`config.mk`:
```
export PLATFORM = sky130hd
export DESIGN_NAME = mem_store_buffer
export DESIGN_NICKNAME = d
export VERILOG_FILES = /design/src/rtl/mem_store_buffer.sv
export SDC_FILE = /design/constraint.sdc
export NUM_CORES = 1
export LEC_CHECK = 0
export CORE_ASPECT_RATIO = 1.5
export CORE_MARGIN = 1
export CORE_UTILIZATION = 25
export CTS_BUF_LIST = sky130_fd_sc_hd__clkbuf_4
export CTS_CLUSTER_DIAMETER = 60
export DETAILED_ROUTE_END_ITERATION = 7
export MAX_ROUTING_LAYER = met4
export PLACE_DENSITY_LB_ADDON = 0.2
export SETUP_SLACK_MARGIN = 0.05
export SLEW_MARGIN = 20
export SYNTH_ARGS = -nofsm -noshare
export SYNTH_HDL_FRONTEND = slang
export SYNTH_SLANG_ARGS = --single-unit
```
`constraint.sdc`:
```
create_clock -name clockg -period 6 [get_ports clockg]
set_input_delay 1.2 -clock clockg [delete_from_list [all_inputs] [get_ports clockg]]
set_output_delay 1.2 -clock clockg [all_outputs]
set_load 0.005 [all_outputs]
```
`src/rtl/mem_store_buffer.sv`:
```
`default_nettype none
// ============================================================================
// Module   : mem_store_buffer
// Purpose  : FIFO store buffer ahead of data memory with load forwarding/stall
// Revision : 1.0
// ============================================================================
module mem_store_buffer #(
  parameter int DEPTH = 4,
  parameter int AW    = 16,
  parameter int DW    = 16
) (
  input  logic                     clockg,
  input  logic                     rst,
  input  logic                     halt_sys,
  input  logic                     st_valid,
  input  logic [AW-1:0]            st_addr,
  input  logic [DW-1:0]            st_data,
  output logic                     st_ready,
  input  logic [AW-1:0]            ld_addr,
  output logic [DW-1:0]            ld_data,
  output logic                     ld_fwd_hit,
  output logic                     ld_stall,
  output logic                     mem_write_en,
  output logic [AW-1:0]            mem_address,
  output logic [DW-1:0]            mem_write_data,
  input  logic [DW-1:0]            mem_data_out,
  output logic [$clog2(DEPTH):0]   count,
  output logic                     empty,
  output logic                     full
);

  localparam int PW = $clog2(DEPTH);
  localparam int CW = PW + 1;

  logic [AW-1:0] r_addr [DEPTH];
  logic [DW-1:0] r_data [DEPTH];
  logic [PW-1:0] r_head;
  logic [PW-1:0] r_tail;
  logic [CW-1:0] r_count;

  logic          w_empty;
  logic          w_full;
  logic          w_push;
  logic          w_pop;
  logic [AW-1:0] w_ld_inc;
  logic [AW-1:0] w_ld_dec;
  logic          w_overlap;
  logic          w_exact;
  logic [DW-1:0] w_fwd_data;
  logic [PW-1:0] w_idx;

  assign w_empty = (r_count == '0);
  assign w_full  = (r_count == CW'(DEPTH));
  // A same-cycle pop does not make room for a push; ready depends on full only.
  assign w_push  = st_valid && !w_full;
  assign w_pop   = !w_empty && !halt_sys;

  always_ff @(posedge clockg or posedge rst) begin
    if (rst) begin
      r_head  <= '0;
      r_tail  <= '0;
      r_count <= '0;
    end else begin
      if (w_push) r_tail <= r_tail + 1'b1;
      if (w_pop)  r_head <= r_head + 1'b1;
      if (w_push && !w_pop)
        r_count <= r_count + 1'b1;
      else if (!w_push && w_pop)
        r_count <= r_count - 1'b1;
    end
  end

  always_ff @(posedge clockg) begin
    if (w_push && !rst) begin
      r_addr[r_tail] <= st_addr;
      r_data[r_tail] <= st_data;
    end
  end

  // Neighbouring addresses wrap modulo 2^AW so 0xFFFF and 0x0000 overlap.
  assign w_ld_inc = ld_addr + AW'(1);
  assign w_ld_dec = ld_addr - AW'(1);

  // Walk oldest to youngest so the youngest exact match wins.
  always_comb begin
    w_overlap  = 1'b0;
    w_exact    = 1'b0;
    w_fwd_data = '0;
    w_idx      = '0;
    for (int i = 0; i < DEPTH; i++) begin
      w_idx = r_head + PW'(i);
      if (CW'(i) < r_count) begin
        if ((r_addr[w_idx] == w_ld_inc) || (r_addr[w_idx] == w_ld_dec))
          w_overlap = 1'b1;
        if (r_addr[w_idx] == ld_addr) begin
          w_exact    = 1'b1;
          w_fwd_data = r_data[w_idx];
        end
      end
    end
  end

  assign mem_write_en   = w_pop;
  assign mem_address    = w_pop ? r_addr[r_head] : ld_addr;
  assign mem_write_data = r_data[r_head];

  // While draining, memory is read at the drain address, so unmatched loads wait.
  assign ld_stall   = w_overlap || (!w_exact && w_pop);
  assign ld_fwd_hit = w_exact && !w_overlap;
  assign ld_data    = ld_fwd_hit ? w_fwd_data : mem_data_out;

  assign st_ready = !w_full;
  assign count    = r_count;
  assign empty    = w_empty;
  assign full     = w_full;

endmodule
`default_nettype wire
```
==> Word level (Yosys, flattened, before mapping) <==
Memories as Yosys holds them, arrays and structs flattened.
Index checks and enable logic that the tools add are counted.
{ "word_totals": {"register_bits": 7, "ramBits": 128, "memories": 2, "wordCells": 82} }
{ "mem_list": {"columns": ["memory", "depth", "word_bits", "read_ports", "rd_ports_with_merged_regs", "wr", "line_no", "rtl"], "rows": [
  ["r_addr", 4, 16, 4, 0, 1, "35", "logic [AW-1:0] r_addr [DEPTH];"],
  ["r_data", 4, 16, 4, 0, 1, "36", "logic [DW-1:0] r_data [DEPTH];"]
]} }
{ "op_classes": {"magnitude_cmp": 4, "n_mux": 30, "add_sub_neg": 8, "reduce_logical": 22, "eq_ne": 13} }
{ "ops": {"columns": ["op", "count"], "rows": [
  ["$eq 16x16->1", 12],
  ["$mux 16", 10],
  ["$mux 1", 18],
  ["$add 16x1->16 const B", 1],
  ["$sub 16x1->16 const B", 1],
  ["$logic_not 1->1", 8],
  ["$logic_and 1x1->1", 7],
  ["$lt 1x3->1 const A", 2],
  ["$lt 2x3->1 const A", 2],
  ["$mux 3", 2],
  ["$logic_or 1x1->1", 5],
  ["$add 2x1->2 const B", 2],
  ["$add 2x2->2 const B", 2],
  ["$add 3x1->3 const B", 1],
  ["$eq 3x3->1 const B", 1],
  ["$logic_not 3->1", 1],
  ["$sub 3x1->3 const B", 1],
  ["$reduce_bool 2->1", 1]
]} }

==> Longest topological paths before layout <==
Gate-level depths: netlist of run 1.
{ "logic_depth": {"depth_word": 14, "ltp_mapped": 15, "ltp_nobuf": 11} }

==> Worst setup path after synthesis of run 1 <==
OpenSTA, ideal clock, no wires.
{ "synth_timing": {"path_type": "input port to output port", "from": "in ld_addr[0]", "to": "out ld_data[10]", "t_required_ns": 4.800, "slack_ns": 0.770, "arrival_ns": 4.030, "stages": 13, "path_buffers": 3, "cell_sequence": "buf_2 -> inv_1 -> ha_1 -> clkbuf_1 -> nand2b_1 -> nor4_1 -> xnor2_1 -> xnor2_1 -> a2111oi_0 -> nand3_1 -> nand4_4 -> buf_12 -> mux2i_1"} }
{ "synth_between": {"elab_chain_len": 14} }
{ "synth_lines": {"columns": ["item", "line_no", "rtl"], "rows": [
  ["from (decl)", "19", "input logic [AW-1:0] ld_addr,"],
  ["$add 16x1->16 or $sub 16x1->16 (tied branches)", "81, 82", null],
  ["$eq 16x16->1", "93", "if ((r_addr[w_idx] == w_ld_inc) || (r_addr[w_idx] == w_ld_dec))"],
  ["$logic_or 1x1->1", "93", null],
  ["$mux 1", "93", null],
  ["$mux 1", "92", "if (CW'(i) < r_count) begin"],
  ["$mux 1", "93", null],
  ["$mux 1", "92", null],
  ["$mux 1", "93", null],
  ["$mux 1", "92", null],
  ["$mux 1", "93", null],
  ["$mux 1", "92", null],
  ["$logic_not 1->1", "109", "assign ld_fwd_hit = w_exact && !w_overlap;"],
  ["$logic_and 1x1->1", "109", null],
  ["$mux 16 (*)", "110", "assign ld_data = ld_fwd_hit ? w_fwd_data : mem_data_out;"],
  ["to (decl)", "20", "output logic [DW-1:0] ld_data,"]
]} }
Mark *: on every way between the ends. The rest lies on a longest branch, timed or not.

==> Worst setup path in the final report of run 1 <==
{ "layout_timing": {"from": "in ld_addr[5]", "to": "out ld_data[10]"} }
The elaborated chain is that of the path after synthesis.

==> flow_metrics.tcl, run 1 <==
set metrics [dict create \
    holdPathStages 1 \
    rsz0062_at_grt "yes" \
    place_hpwl_um 31700 \
    final_common_cell "buf_4" \
    io_pins 125 \
    clk_path_buf_depth 2 \
    final.period_utilization_pct 98.5 \
    crit_top_cell "nor4_4" \
    min_to "r_tail[0]" \
    worstPathRequired_ns 4.80 \
    run_status "finished clean" \
    path_buf_inv 5 \
    wl_um 40700 \
    fin_nets 1369 \
    die_w_um 178 \
    gp_congestion 0.933 \
    ys_warn_count 0 \
    slowest_stage "or4_4" \
    arrival_ns 4.71 \
    cts_tree "built" \
    finalSetupViolCount 0 \
    firstDrtPassIters 5 \
    hold_viol_final 0 \
    path_max_fanout 5 \
    yosysUniqueCellTypes 68 \
    async_reset_ff_share_pct 5.19 \
    start_kind "input pin" \
    r2r_start "count[0]" \
    p_leak_nw 5.82 \
    synth-edff-count 128 \
    endpoint_kind "primary output" \
    tns_ns 0 \
    core_area_um2 45900 \
    hold_slack_ns 0.560 \
    viasPerCell 4.90 \
    worst_slew_pin_slew_ns 1.07 \
    yosysSeqAreaShare_pct 34.5 \
    syn2layout_area_growth_pct 31.0 \
    routedWlPerCell_um 21.5 \
    cts_root_buf "clkbuf_4" \
    clkLatencyLatePin_ns 0.58 \
    path_class "in2out" \
    hp-class "reg2reg" \
    rrSetupSlack_ns 3.43 \
    drv_slew 0 \
    power_density_nw_per_um2 390 \
    critPathTopFamily "simple AND/OR/NAND/NOR gates" \
    drv_cap 0 \
    design_area_um2 15300 \
    start_util_pct 25.4 \
    synthFlopType "edfxtp_1" \
    worstRegToRegCells 6 \
    num_rows 96 \
    power_mw 5.95 \
    path_clk_slew_ns 0.14 \
    globalRoute.totalOverflow 0 \
    dpl_cell_area_um2 14600 \
    grtUsageTotal_pct 17.9 \
    grt_max_degree 62 \
    synth_area_um2 11700 \
    layout_common_cells "buf_4, edfxtp_1, xnor2_1" \
    ir_drop_mv 0.163 \
    timing.fmax_ghz 0.169 \
    syn_nets 1123 \
    io_buffers 124 \
    cts_sinks 135 \
    avgSynthCellArea_um2 11.2 \
    syn_inst 1044 \
    drcViolationCount 0 \
    drtIter0Drc 473 \
    ant_nets 0 \
    period_needed_ns 5.91 \
    numCtsBuffers 17 \
    crit_chain "clkdlybuf4s50_1 > or4_4 > nor4_4 > buf_4 > xnor3_1 > nand4_1 > nor4_4 > and3_4 > a311oi_4 > nand4_4 > buf_12 > buf_16 > mux2i_1 > dlygate4sd2_1" \
    grt_pass1_vias 9641 \
    rr_endpoint "r_data[1][2]" \
    antenna_found_initial 4 \
    hold_start "r_tail[0]" \
    htree_num_levels 4 \
    die-area_um2 47500 \
    die_h_um 267 \
    grt_pass1_wl_um 59600 \
    ys_ff_latch 135 \
    relSlewSlack_pct 28.8 \
    vias 9284 \
    cpPeakStageDelay_ns 0.62 \
    drive_above_1_share_pct 27.5 \
    skew_ns 0.0294 \
]
## per-layer routing
metal,share of wire [%],vias to the layer above,routed length (um),track usage [%]
li1,-,4423,-,-
met1,39,4558,15700,19.1
met2,54,235,21800,32.2
met3,3.5,68,1420,2.26
met4,4.3,0,1760,8.47
met5,0,-,0,-
## cells by family after synthesis
| family | after synthesis | share of synthesized area [%] |
|---|---|---|
| DFF | 135 | 34.5 |
| muxes | 162 | 20.1 |
| adders and majority gates | 11 | 1.18 |
| xor gates and xnor gates | 194 | 17.8 |
| and+or+nand+nor | 274 | 13.3 |
| buffers and inverters | 109 | 4.44 |
| AOI/OAI and AO/OA | 159 | 8.80 |
## worst max path at each step
| stage | start | to | slack (ns) | cells after the start |
|---|---|---|---|---|
| after CTS | ld_addr[5] | ld_data[2] | 0.11 | 16 |
| after global placement | ld_addr[2] | ld_data[1] | -0.40 | 14 |
| final | ld_addr[5] | ld_data[10] | 0.09 | 14 |
| after floorplan | ld_addr[0] | ld_data[10] | 0.77 | 13 |
| after detailed placement | ld_addr[2] | ld_data[1] | -0.38 | 16 |
| after global routing | ld_addr[5] | ld_data[11] | -0.02 | 14 |
## cell usage after synthesis (3+ instances only)
| cell | instances | area share (%) |
|---|---|---|
| a211oi_1 | 16 | 1.0 |
| a21o_1 | 17 | 1.1 |
| a21oi_1 | 53 | 2.3 |
| a311oi_1 | 3 | 0.23 |
| and2_1 | 8 | 0.43 |
| and3_1 | 9 | 0.48 |
| buf_1 | 4 | 0.13 |
| buf_2 | 20 | 0.86 |
| buf_4 | 8 | 0.51 |
| buf_6 | 5 | 0.48 |
| clkbuf_1 | 35 | 1.1 |
| dfrtp_1 | 7 | 1.5 |
| edfxtp_1 | 128 | 33 |
| ha_1 | 11 | 1.2 |
| inv_1 | 34 | 1.1 |
| mux2_2 | 25 | 2.4 |
| mux2i_1 | 82 | 7.0 |
| mux4_2 | 55 | 11 |
| nand2_1 | 53 | 1.7 |
| nand3_1 | 27 | 1.2 |
| nand4_1 | 26 | 1.4 |
| nor2_1 | 41 | 1.3 |
| nor2b_1 | 21 | 1.1 |
| nor3_1 | 19 | 0.82 |
| nor3b_1 | 18 | 1.2 |
| nor4_1 | 10 | 0.54 |
| nor4_2 | 3 | 0.32 |
| o211ai_1 | 3 | 0.19 |
| o21ai_0 | 34 | 1.5 |
| o21ai_1 | 3 | 0.13 |
| o32ai_1 | 16 | 1.2 |
| or2_2 | 7 | 0.38 |
| or3_1 | 6 | 0.32 |
| or4_1 | 6 | 0.39 |
| xnor2_1 | 125 | 9.4 |
| xnor3_1 | 26 | 5.0 |
| xor2_1 | 41 | 3.1 |
## final cells by class
class                      instances  area, um^2
clock inverter                    15         140
clock buffer                      17         128
fill                            4718       30600
timing repair buffer             300        2690
multi-input combinational        800        7410
tap                              588         736
sequential                       135        4030
inverter                          36         135
antenna                            4        10.0
## sequential cells by signal (all words and copies together) (netlist names)
signal and flops:
r_head 2, count 3, r_data 64, r_addr 64
r_tail 2
## report_power, final
group	total [mW]	switching, mW	internal, mW
clock network	0.584	0.368	0.216
logic	4.09	2.08	2.02
registers	1.27	0.110	1.16
total	5.95	2.56	3.39
## timing repair
item / CTS / global route
hold buffers: 0 / 0
pin swaps: 11 / 6
buffers inserted: 5 / 7
cloned: 1 / 0
hold endpoints to repair: 0 / 0
gates resized for setup: 51 / 39
endpoints found under the setup margin: 18 / 16
## worst reg2reg max path, cell delays in order, from the launching register on
cell and delay [ns]:
dfrtp_1 0.50, inv_1 0.12, ha_1 0.23, nand2_1 0.11
nand2_1 0.11, nor2_1 0.19, and2_2 0.88
## stage by stage
step | utilization (%) | std cells | worst slack (ns)
4_1_cts | 33.0 | 1884 | 0.107
2_1_floorplan | - | 1044 | 0.770
6_report | 33.3 | 1895 | 0.0924
3_3_place_gp | 31.8 | 1846 | -0.404
3_5_place_dp | 31.8 | 1846 | -0.378
5_1_grt | 33.3 | 1895 | -0.0159
Power figures use the tool's default switching activity.
==> inputs of run 2 (changes only) <==
--- a/config.mk
+++ b/config.mk
@@ -11,7 +11,6 @@
 export CTS_BUF_LIST = sky130_fd_sc_hd__clkbuf_4
 export CTS_CLUSTER_DIAMETER = 60
 export DETAILED_ROUTE_END_ITERATION = 7
-export MAX_ROUTING_LAYER = met4
 export PLACE_DENSITY_LB_ADDON = 0.2
 export SETUP_SLACK_MARGIN = 0.05
 export SLEW_MARGIN = 20
==> flow_metrics.tcl, run 2 (synthesized netlist as in run 1, its figures left out) <==
set metrics [dict create \
    r2r_start "count[0]" \
    startpoint "ld_addr[5]" \
    endpoint_kind "primary output" \
    drv_slew 0 \
    io_buffers 124 \
    arrival_ns 4.68 \
    antenna_found_initial 3 \
    start_kind "input pin" \
    start_util_pct 25.4 \
    drtIter0Drc 440 \
    firstDrtPassIters 5 \
    final_common_cell "buf_4" \
    ir_drop_mv 0.228 \
    power_density_nw_per_um2 392 \
    hp-class "reg2reg" \
    syn2layout_area_growth_pct 32.7 \
    drv_cap 0 \
    cts_root_buf "clkbuf_4" \
    swShare_pct 42.4 \
    hold_viol_final 0 \
    globalRoute.totalOverflow 0 \
    finalSetupViolCount 0 \
    rrSetupSlack_ns 3.40 \
    path_class "in2out" \
    endpoint "ld_stall" \
    sequentialPowerShare_pct 20.8 \
    path_max_fanout 6 \
    wl_um 41200 \
    worstPathRequired_ns 4.80 \
    numCtsBuffers 17 \
    viasPerCell 4.91 \
    fin_util_pct 33.7 \
    relSlewSlack_pct 29.9 \
    vias 9351 \
    fin_nets 1383 \
    routedWlPerCell_um 21.6 \
    ant_nets 0 \
    rsz0062_at_grt "no" \
    path_clk_slew_ns 0.14 \
    p_leak_nw 6.03 \
    grt_pass1_wl_um 60600 \
    comb_power_share_pct 68.1 \
    dp.cells 1843 \
    grt_pass1_vias 9639 \
    die-area_um2 47500 \
    gp_congestion 0.969 \
    clk_path_buf_depth 2 \
    worst_slew_pin_slew_ns 1.05 \
    rr_endpoint "r_head[1]" \
    drcViolationCount 0 \
    grt_max_degree 62 \
    p_clk_share_pct 11.0 \
    htree_num_levels 4 \
    die_w_um 178 \
    run_status "finished clean" \
    worstRegToRegCells 8 \
    layout_common_cells "buf_4, edfxtp_1, xnor2_1" \
    die_h_um 267 \
    num_rows 96 \
    period_needed_ns 5.88 \
    place_hpwl_um 32100 \
    power.internal_mw 3.49 \
    clkLatencyLatePin_ns 0.57 \
    fillerInstances 4681 \
    cts_tree "built" \
    fin_cells 1906 \
    timing.fmax_ghz 0.170 \
    switchingPower_mw 2.57 \
    io_pins 125 \
    grtUsageTotal_pct 17.6 \
    cts_sinks 135 \
    ctsHoldBuffers 0 \
    final.period_utilization_pct 98.0 \
    skew_ns 0.0297 \
    drive_above_1_share_pct 28.2 \
    core_area_um2 45900 \
]
## run 2: cell count changes in the layout (fill, tap and decap cells not counted), sizes merged
cell / change
inv: -3
clkdlybuf4s15: -2
diode: -3
bufinv: +2
clkbuf: -11
dlygate4sd2: +13
buf: +15
dlymetal6s2s: +9
clkdlybuf4s50: -10
clkinv: +1
## run 2: area by class of cell
class / count / area [um^2] / area share (%)
Sequential cell: 135 / 4030 / 26.0
Multi-Input combinational cell: 800 / 7450 / 48.1
Inverter: 36 / 135 / 0.873
Antenna cell: 1 / 2.50 / 0.0162
Clock buffer: 17 / 128 / 0.825
Tap cell: 588 / 736 / 4.75
Timing Repair Buffer: 314 / 2810 / 18.1
Clock inverter: 15 / 190 / 1.23
## run 2: power by group through the flow
stage | registers (mW) | clock network [mW] | logic, mW
2_1_floorplan | 1.23 | 0 | 2.69
3_3_place_gp | 1.33 | 0 | 3.96
3_5_place_dp | 1.33 | 0 | 3.95
4_1_cts | 1.31 | 0.702 | 4.00
5_1_grt | 1.28 | 0.731 | 4.44
6_report | 1.26 | 0.669 | 4.13
## run 2: metal layers
metal | vias up | global-route usage (%) | part of all wire [%]
met5 | - | 0 | 0.066
met4 | 4 | 6.80 | 3.9
met3 | 61 | 2.29 | 3.8
met2 | 246 | 33.0 | 54
met1 | 4587 | 19.8 | 38
li1 | 4453 | - | -
## run 2: worst min path at each step
stage                endpoint  cells after the start       from
floorplan           r_tail[0]                      1  r_tail[0]
global placement    r_tail[0]                      1  r_tail[0]
detailed placement  r_tail[0]                      1  r_tail[0]
CTS                 r_tail[0]                      1  r_tail[0]
global route        r_tail[0]                      1  r_tail[0]
finish              r_tail[0]                      1  r_tail[0]
## run 2: critical path: stages
cell           delay [ns]
dlygate4sd2_1        0.25
or4_4                0.64
buf_6                0.17
nor4_4               0.29
buf_4                0.18
xnor2_2              0.08
buf_4                0.15
or2_2                0.27
nand3_2              0.08
buf_4                0.10
nor4_1               0.04
a311oi_1             0.38
nand4_1              0.25
buf_4                0.20
a21o_1               0.14
dlygate4sd2_1        0.25
## run 2: through the flow
step	instance area (um^2)	hold slack [ns]	power (mW)	setup WS [ns]	setup TNS (ns)
after global placement	14600	0.533	5.28	-0.399	-6.22
after global routing	15500	0.588	6.45	0.0511	0
final	15500	0.561	6.06	0.120	0
after detailed placement	14600	0.548	5.29	-0.454	-6.42
after floorplan	11700	0.498	3.93	0.770	0
after CTS	15100	0.572	6.02	-0.121	-0.121
## run 2: timing repair
item                                    4_1_cts  5_1_grt
setup buffers                                 8       22
pin swaps                                    14       20
resized for setup                            58       36
endpoints found under the setup margin       18       18
cloned                                        0        0
==> inputs of run 3 (changes only) <==
--- a/config.mk
+++ b/config.mk
@@ -5,6 +5,7 @@
 export SDC_FILE = /design/constraint.sdc
 export NUM_CORES = 1
 export LEC_CHECK = 0
+export CAP_MARGIN = 25
 export CORE_ASPECT_RATIO = 1.5
 export CORE_MARGIN = 1
 export CORE_UTILIZATION = 25
==> flow_metrics.tcl, run 3 (synthesized netlist as in run 1, its figures left out) <==
set metrics [dict create \
    syn2layout_area_growth_pct 32.5 \
    critPathTopFamily "simple AND/OR/NAND/NOR gates" \
    htree_num_levels 4 \
    path_max_fanout 6 \
    path_clk_slew_ns 0.14 \
    hp-class "reg2reg" \
    routedWlPerCell_um 21.7 \
    finalSetupViolCount 0 \
    final_common_cell "buf_4" \
    cts_sinks 135 \
    skew_ns 0.0296 \
    rsz0062_at_grt "no" \
    viasPerCell 4.91 \
    drv_slew 0 \
    final.period_utilization_pct 97.0 \
    start_util_pct 25.4 \
    antenna_found_initial 2 \
    ir_drop_mv 0.168 \
    grt_max_degree 62 \
    clk_path_buf_depth 2 \
    fin_nets 1380 \
    core_area_um2 45900 \
    path_buf_inv 6 \
    gr-usage-met1_pct 19.2 \
    cts_tree "built" \
    path_class "in2out" \
    wl_um 41300 \
    drcViolationCount 0 \
    start_kind "input pin" \
    die-area_um2 47500 \
    die_h_um 267 \
    num_rows 96 \
    power_density_nw_per_um2 387 \
    period_needed_ns 5.82 \
    cpPeakStageDelay_ns 0.53 \
    io_buffers 124 \
    grtUsageTotal_pct 17.7 \
    grt_pass1_wl_um 60700 \
    tns_ns 0 \
    worstPathRequired_ns 4.80 \
    clkLatencyLatePin_ns 0.59 \
    firstDrtPassIters 5 \
    worst_slew_pin_slew_ns 0.785 \
    endpoint_kind "primary output" \
    die_w_um 178 \
    gp_congestion 0.969 \
    met2_usage_pct 34.1 \
    run_status "finished clean" \
    place_hpwl_um 32800 \
    dp.cells 1847 \
    drtIter0Drc 424 \
    grt_pass1_vias 9689 \
    slowest_stage "or4_4" \
    top_usage_layer "met2" \
    hold_viol_final 0 \
    layout_common_cells "buf_4, edfxtp_1, xnor2_1" \
    crit_top_cell "buf_4" \
    relSlewSlack_pct 47.2 \
    power_mw 5.98 \
    globalRoute.totalOverflow 0 \
    arrival_ns 4.62 \
    drive_above_1_share_pct 27.9 \
    vias 9348 \
    ctsHoldBuffers 0 \
    timing.fmax_ghz 0.172 \
    worst_slack_ns 0.178 \
    crit_chain "clkdlybuf4s50_1 > or4_4 > buf_6 > nor4_4 > xnor2_2 > buf_4 > buf_4 > or2_2 > nand3_2 > buf_4 > nor4_1 > a311oi_1 > nand4_1 > a21o_1 > dlygate4sd2_1" \
    drv_cap 0 \
    numCtsBuffers 17 \
    ant_nets 0 \
    io_pins 125 \
    fin_cells 1903 \
    cts_root_buf "clkbuf_4" \
    p_leak_nw 6.00 \
    use_met3_pct 2.34 \
    dpl_worst_slack_ns -0.452 \
    fin_util_pct 33.7 \
]
## run 3: layout make-up
type	instances	area (um^2)
inverter	36	135
clock inverter	15	168
multi-input combinational	800	7420
clock buffer	17	128
tap	588	736
antenna	1	2.50
sequential	135	4030
timing repair buffer	311	2840
fill	4719	30400
## run 3: worst paths after layout
check	from	endpoint	slack [ns]	cells past startpoint
setup / recovery	ld_addr[2]	ld_stall	0.18	15
hold / removal	r_tail[0]	r_tail[0]	0.56	1
setup reg to reg	count[0]	r_head[1]	3.40	8
hold reg to reg	r_tail[0]	r_tail[0]	0.56	1
max in group asynchronous	rst	r_head[1]	4.88	2
min in group asynchronous	rst	r_tail[0]	0.86	2
## run 3: routing by layer
layer / wire [um] / share of wire [%]
met1: 15800 / 38
met2: 22700 / 55
met3: 1360 / 3.3
met4: 1380 / 3.3
met5: 13 / 0.031
## run 3: what timing repair did
action,4_1_cts,5_1_grt
buffers inserted,13,10
pin swaps,8,16
endpoints found under the setup margin,18,18
gates resized for setup,58,28
## run 3: metrics by stage
stage                     instance area, um^2  hold WS (ns)
after floorplan                         11700         0.498
after global placement                  14600         0.533
after detailed placement                14700         0.548
after CTS                               15300         0.572
after global routing                    15500         0.587
final                                   15500         0.559
## run 3: power breakdown
part / internal, mW / leakage [nW] / switching [mW]
combinational: 2.02 / 4.59 / 2.07
clock: 0.257 / 0.163 / 0.366
sequential: 1.16 / 1.24 / 0.113
